==> src/rtl/mul_arb_pkg.sv <==
// mul_arb_pkg: shared state encoding and latency bounds for mul_arbiter
package mul_arb_pkg;
   typedef enum logic [1:0] {IDLE = 2'd0, CALC = 2'd1, RESP = 2'd2} state_t;
   localparam int LAT_MIN = 1;
   localparam int LAT_MAX = 4;
endpackage

==> src/rtl/mul_8bit.sv <==
// mul_8bit: combinational 8x8 unsigned multiplier built as a partial-product adder tree
module mul_8bit (
   input  logic [7:0]  a,
   input  logic [7:0]  b,
   output logic [15:0] p
);
   logic [15:0] pp [8];
   logic [15:0] s1 [4];
   logic [15:0] s2 [2];
   for (genvar i = 0; i < 8; i++) begin : g_pp
      assign pp[i] = b[i] ? 16'(a) << i : 16'd0;
   end
   for (genvar i = 0; i < 4; i++) begin : g_s1
      assign s1[i] = pp[2*i] + pp[2*i+1];
   end
   for (genvar i = 0; i < 2; i++) begin : g_s2
      assign s2[i] = s1[2*i] + s1[2*i+1];
   end
   assign p = s2[0] + s2[1];
endmodule

==> src/rtl/mul_arbiter.sv <==
// mul_arbiter: round-robin arbiter sharing one multicycle 8x8 multiplier between two requesters
module mul_arbiter
   import mul_arb_pkg::*;
#(
   parameter int LAT = 1
) (
   input  logic        clk,
   input  logic        rst,
   input  logic        req0_v,
   input  logic        req1_v,
   input  logic [7:0]  req0_x,
   input  logic [7:0]  req0_y,
   input  logic [7:0]  req1_x,
   input  logic [7:0]  req1_y,
   output logic        req0_rdy,
   output logic        req1_rdy,
   output logic        rsp0_v,
   output logic        rsp1_v,
   input  logic        rsp0_ack,
   input  logic        rsp1_ack,
   output logic [15:0] rsp_r,
   output logic        busy
);
   state_t      state, state_n;
   logic        ptr, own, g1, ack, take;
   logic [1:0]  cnt;
   logic [7:0]  xa, ya;
   logic [15:0] prod, rsp_q;
   mul_8bit u_mul (.a(xa), .b(ya), .p(prod));
   // outputs are masked during rst so they read as reset values before the state register clears
   always_comb begin
      g1       = req1_v & (~req0_v | ptr);
      take     = (state == IDLE) & (req0_v | req1_v);
      ack      = own ? rsp1_ack : rsp0_ack;
      req0_rdy = ~rst & (state == IDLE) & req0_v & ~g1;
      req1_rdy = ~rst & (state == IDLE) & g1;
      rsp0_v   = ~rst & (state == RESP) & ~own;
      rsp1_v   = ~rst & (state == RESP) & own;
      busy     = ~rst & (state != IDLE);
      rsp_r    = rst ? 16'd0 : rsp_q;
      state_n  = state == IDLE ? (take ? CALC : IDLE) :
                 state == CALC ? (cnt == 2'd0 ? RESP : CALC) :
                 state == RESP ? (ack ? IDLE : RESP) : IDLE;
   end
   always_ff @(posedge clk) begin
      if (rst) begin
         state <= IDLE;
         ptr   <= 1'b0;
         own   <= 1'b0;
         cnt   <= 2'd0;
         xa    <= 8'd0;
         ya    <= 8'd0;
         rsp_q <= 16'd0;
      end else begin
         state <= state_n;
         if (take) begin
            xa  <= g1 ? req1_x : req0_x;
            ya  <= g1 ? req1_y : req0_y;
            own <= g1;
            cnt <= 2'(LAT - 1);
         end
         if (state == CALC) cnt <= cnt - 2'd1;
         if (state == CALC && cnt == 2'd0) rsp_q <= prod;
         if (state == RESP && ack) ptr <= ~own;
      end
   end
endmodule

==> config.mk <==
export PLATFORM = sky130hd
export DESIGN_NAME = mul_arbiter
export DESIGN_NICKNAME = d
export VERILOG_FILES = /design/src/rtl/mul_arb_pkg.sv /design/src/rtl/mul_8bit.sv /design/src/rtl/mul_arbiter.sv
export SDC_FILE = /design/constraint.sdc
export NUM_CORES = 1
export LEC_CHECK = 0
export ABC_AREA = 1
export BUFFER_PORTS_ARGS = -buffer_cell sky130_fd_sc_hd__buf_2
export CORE_ASPECT_RATIO = 0.5
export CORE_MARGIN = 1
export CORE_UTILIZATION = 35
export DETAILED_ROUTE_END_ITERATION = 16
export GPL_TIMING_DRIVEN = 1
export SLEW_MARGIN = 5
export SYNTH_ARGS = -nofsm -noshare
export SYNTH_HDL_FRONTEND = slang
export SYNTH_SLANG_ARGS = --single-unit
==> constraint.sdc <==
create_clock -name clk -period 8.35 [get_ports clk]
set_input_delay 0.4175 -clock clk [delete_from_list [all_inputs] [get_ports clk]]
set_output_delay 0.4175 -clock clk [all_outputs]
set_load 0.02 [all_outputs]
Word-level counts from Yosys, hierarchy flattened
Cells that the tools add are included.

Word-level logic and storage cells: 59. Bits in writable memories: 0. Memory bits (read-only): 0. Memories: 0. Input port bits: 38. Latch bits: 0. Register bits: 38. Output and inout port bits: 21.

$lt $le $gt $ge: 0. Shift operators: 0. Reduce and logical (&&, ||, !) cells: 6. Equality and inequality tests: 2. Bitwise logic cells: 16. Divide/modulo/power cells: 0. Add/subtract/negate cells: 8. Multiplexer cells: 20. $mul: 0.

Operator list (number): $add 16x16->16 (4); $mux 8 (3); $add 14x15->16 (1); $add 14x16->16 (1); $mux 16 (1); $mux 15 (1); $add 12x13->14 (1); $mux 14 (1); $mux 2 (7); $mux 13 (1); $mux 12 (1); $mux 11 (1); $and 1x1->1 (10); $mux 10 (1); $mux 9 (1); $logic_not 2->1 (2); $not 1->1 (4); $reduce_bool 2->1 (2); $eq 2x1->1 const B (1); $eq 2x2->1 const B (1); $logic_and 1x1->1 (2); $mux 1 (2); $or 1x1->1 (2); $sub 2x1->2 const B (1).

Depth between registers and ports, before layout
Word-level depth: 5. Depth in mapped cells: 22. Gate-level depth less buffers: 21.

Cells and area by module
Synthesis repeated with hierarchy kept, for this count alone.

Cell total of the unflattened synthesis: 618. Area total of the unflattened synthesis: 4120.2 µm².

Modules (own cells, without submodules): mul_8bit (cells each 320, instances 1, area an instance 2152.1 µm²); mul_arbiter (cells each 298, instances 1, area an instance 1968.1 µm²).

Worst setup path before layout
Ideal clock, no wire load.

Kind: flip-flop to flip-flop. Start: reg xa[2]. End: reg rsp_q[12]. Library setup time: 0.109 ns. Data required time: 8.241 ns. Arrival: 3.840 ns. Stages on the path, launching flop included: 21. Clock period less this slack: 3.949 ns. Slack: 4.401 ns. Cells stage by stage: dfxtp_1 -> clkbuf_1 -> nand2_1 -> inv_1 -> fa_1 -> inv_1 -> fa_1 -> inv_1 -> fa_1 -> inv_1 -> fa_1 -> inv_1 -> ha_1 -> a21oi_1 -> nor2_1 -> nor2_1 -> nand2_1 -> nand2_1 -> nand3_1 -> nand2_1 -> inv_1.

Word-level cells in the longest chain between the ends: 4. Elaborated cells on any way between the ends: 15.

Ends and longest elaborated chain: start: declaration (RTL line mul_arbiter.sv:27) `logic [7:0] xa, ya;`; start signal: assignment (RTL line mul_arbiter.sv:57) `xa <= g1 ? req1_x : req0_x;`; $mux 8, or another cell as far along (RTL line mul_8bit.sv:11) `assign pp[i] = b[i] ? 16'(a) << i : 16'd0;`; $add 16x16->16, or another cell as far along (RTL line mul_8bit.sv:14) `assign s1[i] = pp[2*i] + pp[2*i+1];`; $add 16x16->16 or $add 14x16->16 (tied branches) (RTL line mul_8bit.sv:17) `assign s2[i] = s1[2*i] + s1[2*i+1];`; $add 16x16->16 * (RTL line mul_8bit.sv:19) `assign p = s2[0] + s2[1];`; end signal: assignment (RTL line mul_arbiter.sv:63) `if (state == CALC && cnt == 2'd0) rsp_q <= prod;`; end: declaration (RTL line mul_arbiter.sv:28) `logic [15:0] prod, rsp_q;`.

Mark *: on every way between the ends. The rest lies on a longest branch, timed or not. A chain may end at the register's enable or synchronous reset.

Worst setup path in the final report
Start: reg ya[4]. End: reg rsp_q[12].

Word-level cells in the longest chain between the ends: 4.

Ends and longest elaborated chain: start: declaration (RTL line mul_arbiter.sv:27); start signal: assignment (RTL line mul_arbiter.sv:58) `ya <= g1 ? req1_y : req0_y;`; $mux 12 (RTL line mul_8bit.sv:11); $add 12x13->14 (RTL line mul_8bit.sv:14); $add 14x16->16 (RTL line mul_8bit.sv:17); $add 16x16->16 (RTL line mul_8bit.sv:19).

Every way passes these cells.

==> flow_metrics.tcl <==
set metrics [dict create \
    synthFlopType "dfxtp_1" \
    slew_viol_final 0 \
    synth_fp_nets 669 \
    drive_above_1_share_pct 20.1 \
    boundaryPins 59 \
    fmax_mhz 242 \
    yosysWarnings 0 \
    antenna_left 0 \
    p_seq_share_pct 33.8 \
    ys_ff_latch 38 \
    synth_edf_count 0 \
    grt_max_degree 34 \
    relSlewSlack_pct 39.3 \
    status "complete, no violations" \
    swShare_pct 36.6 \
    clkTransAtPathRegs_ns 0.05 \
    rows 27 \
    vias_per_cell 4.41 \
    synth-compound-area-share_pct 9.71 \
    end_kind "flip-flop" \
    clkPwrFrac_pct 30.4 \
    synth_area_leaders "dfxtp_1 (19%), fa_1 (19%), inv_1 (12%)" \
    ys_top_cells_by_count "inv_1 (128), nand2_1 (124), dfxtp_1 (38), fa_1 (38), ha_1 (32)" \
    ys_seq_area_share_pct 18.7 \
    yosysMostFrequentCell "inv_1" \
    die_h_um 78.1 \
    pre_cts_slack_ns 4.25 \
    post-route-period-util_pct 49.4 \
    grt_setup_unrepaired "false" \
    worstPathMaxFanout 9 \
    place.gp.congestion 0.819 \
    cp-start-kind "flip-flop" \
    hold_viol_final 0 \
    die_area_um2 12100 \
    final.fill_count 1167 \
    synth.largest_area_cell "dfxtp_1" \
    clock_sinks 38 \
    numCtsBuffers 5 \
    path_class "flip-flop to flip-flop" \
    comb_power_share_pct 35.8 \
    syn_to_final_growth_pct 11.2 \
    power_uw 693 \
    die_w_um 154 \
    synthDistinctLibCells 35 \
    drc 0 \
    placed_cell_area_um2 4350 \
    synthArstFlopShare_pct 0 \
    worstPathCellList "nand2_1, fa_1, fa_1, inv_1, fa_1, inv_1, fa_1, inv_1, ha_1, a21oi_1, nor2_1, nor2_1, nand2_1, nand2_1, nand3_1, nand2_1, inv_1" \
    synthSimpleGateAreaFrac_pct 23.9 \
    synth_top_family_by_area "adder cells" \
    track_usage_pct 14.7 \
    vias 3279 \
    cts.path.max_buffers 2 \
    cts_setup_buffers 0 \
    wire_per_inst_um 11.3 \
    finClkSkew_ns 0.00273 \
    cp.required_ns 8.53 \
    min_path_type "flip-flop to flip-flop" \
    worst-slew-pin-transition_ns 0.909 \
    peakVddDrop_mv 0.0985 \
    final_cell_area_um2 4510 \
    wirelength_um 8400 \
    cts_tree "built" \
    tns_ns 0 \
    cap_violations 0 \
    period_needed_ns 4.13 \
    syn_avg_cell_area_um2 7.24 \
    core_um2 11100 \
    grt_overflow_total 0 \
    cp_slowest_cell "dfxtp_1" \
    internal-power_uw 440 \
    antenna_cells 0 \
    port_buffers 58 \
    h-tree-depth 2 \
    antenna_found_initial 0 \
    drt_iter0_markers 150 \
    synth-xor-area-share_pct 0.863 \
    setup_violations 0 \
    arrival_ns 4.31 \
    synthAdderAreaFrac_pct 28.6 \
    synth_mux_area_share_pct 0.247 \
    grt_pass1_wl_um 14100 \
    p_sw_uw 253 \
    timing.final.ws_setup_ns 4.22 \
    clock_latency_ns 0.28 \
    start_util_pct 36.4 \
    holdWs_ns 0.450 \
    hpwl_um 6810 \
    p_per_area_nw_per_um2 154 \
    first_pass_iters 4 \
    critPathMaxStageDelay_ns 0.54 \
    clock-root-buffer "clkbuf_16" \
    power.static_leakage_uw 0.00274 \
    fin_nets 705 \
    netlist_area_um2 4060 \
    post_cts_resize_count 0 \
    cts_hold_buf 0 \
    synth_top_area_share_pct 18.7 \
    postSynthCellCount 561 \
    grt_pass1_vias 2959 \
]
## state kept, by name (all words and copies together), names as in the netlist
register,cells
rsp_q,16
xa,8
ya,8
cnt,2
state,2
own,1
ptr,1
## layout make-up
class | count | area, um^2 | area share, %
inverters | 145 | 549 | 12.2
repair buffers | 58 | 290 | 6.43
well taps | 145 | 181 | 4.02
multi-input cells | 349 | 2570 | 56.9
flip-flops and latches | 38 | 761 | 16.9
clock buffers | 7 | 133 | 2.94
clock inverters | 1 | 30.0 | 0.665
## path summary, 6_finish.rpt
kind	to	startpoint	cells past startpoint	slack, ns
max reg2reg	rsp_q[12]$_SDFFE_PP0P_	ya[4]$_SDFFE_PP0P_	17	4.22
min reg2reg	rsp_q[2]$_SDFFE_PP0P_	rsp_q[2]$_SDFFE_PP0P_	2	0.45
min	rsp_q[2]$_SDFFE_PP0P_	rsp_q[2]$_SDFFE_PP0P_	2	0.45
max	rsp_q[12]$_SDFFE_PP0P_	ya[4]$_SDFFE_PP0P_	17	4.22
## placed cells by master, fill, tap and decap left out
master | synthesis | final
a211oi_1 | 1 | 1
a21o_1 | 2 | 2
a21oi_1 | 24 | 24
buf_2 | 5 | 58
bufinv_16 | 0 | 1
clkbuf_1 | 19 | 2
clkbuf_16 | 0 | 5
clkinv_1 | 1 | 1
dfxtp_1 | 38 | 38
fa_1 | 38 | 38
ha_1 | 32 | 32
inv_1 | 128 | 128
inv_2 | 15 | 15
inv_6 | 1 | 1
mux2i_1 | 1 | 1
nand2_1 | 124 | 124
nand2_2 | 17 | 17
nand3_1 | 28 | 28
nand3_2 | 9 | 9
nand4_1 | 2 | 2
nor2_1 | 31 | 31
nor2_2 | 2 | 2
nor3_1 | 2 | 2
nor3_2 | 1 | 1
o211ai_1 | 7 | 7
o211ai_2 | 9 | 9
o21ai_0 | 2 | 2
o21ai_1 | 9 | 9
o21ai_2 | 1 | 1
o21ai_4 | 1 | 1
o22ai_1 | 1 | 1
or2_0 | 1 | 1
xnor2_1 | 1 | 1
xor2_1 | 3 | 3
## layer usage
layer  GRT usage (%)  part of all wire (%)
met1            21.4                    55
met5               0                     0
met2            21.7                    40
met3            3.26                   4.1
met4            3.56                  0.70
## worst max-delay path, delay by kind of cell (launching register included)
| kind | cells | cell delay (ns) |
|---|---|---|
| buffers and inverters | 4 | 0.19 |
| adders and majority gates | 5 | 2.40 |
| DFF | 1 | 0.54 |
| AOI/OAI and AO/OA | 1 | 0.31 |
| and+or+nand+nor | 7 | 0.58 |
## power groups by stage
stage | registers [uW] | logic [uW] | clock network, uW
floorplan | 212 | 222 | 0
detailed placement | 238 | 247 | 0
global placement | 237 | 245 | 0
global route | 238 | 287 | 225
finish | 235 | 248 | 211
CTS | 235 | 252 | 215
## cell families (layout without fill, tap and decap cells)
group                    count (synthesis)  after routing
multiplexers                             1              1
XOR/XNOR                                 4              4
AND/OR/NAND/NOR                        217            217
flip-flops                              38             38
buffers and inverters                  174            211
adder cells (fa/ha/maj)                 70             70
AO/OA/AOI/OAI                           57             57
## metrics by stage
stage,util [%],cells
floorplan,-,561
global placement,39.0,735
CTS,40.5,743
finish,40.5,743
detailed placement,39.0,735
global route,40.5,743
Power figures use the tool's default switching activity.
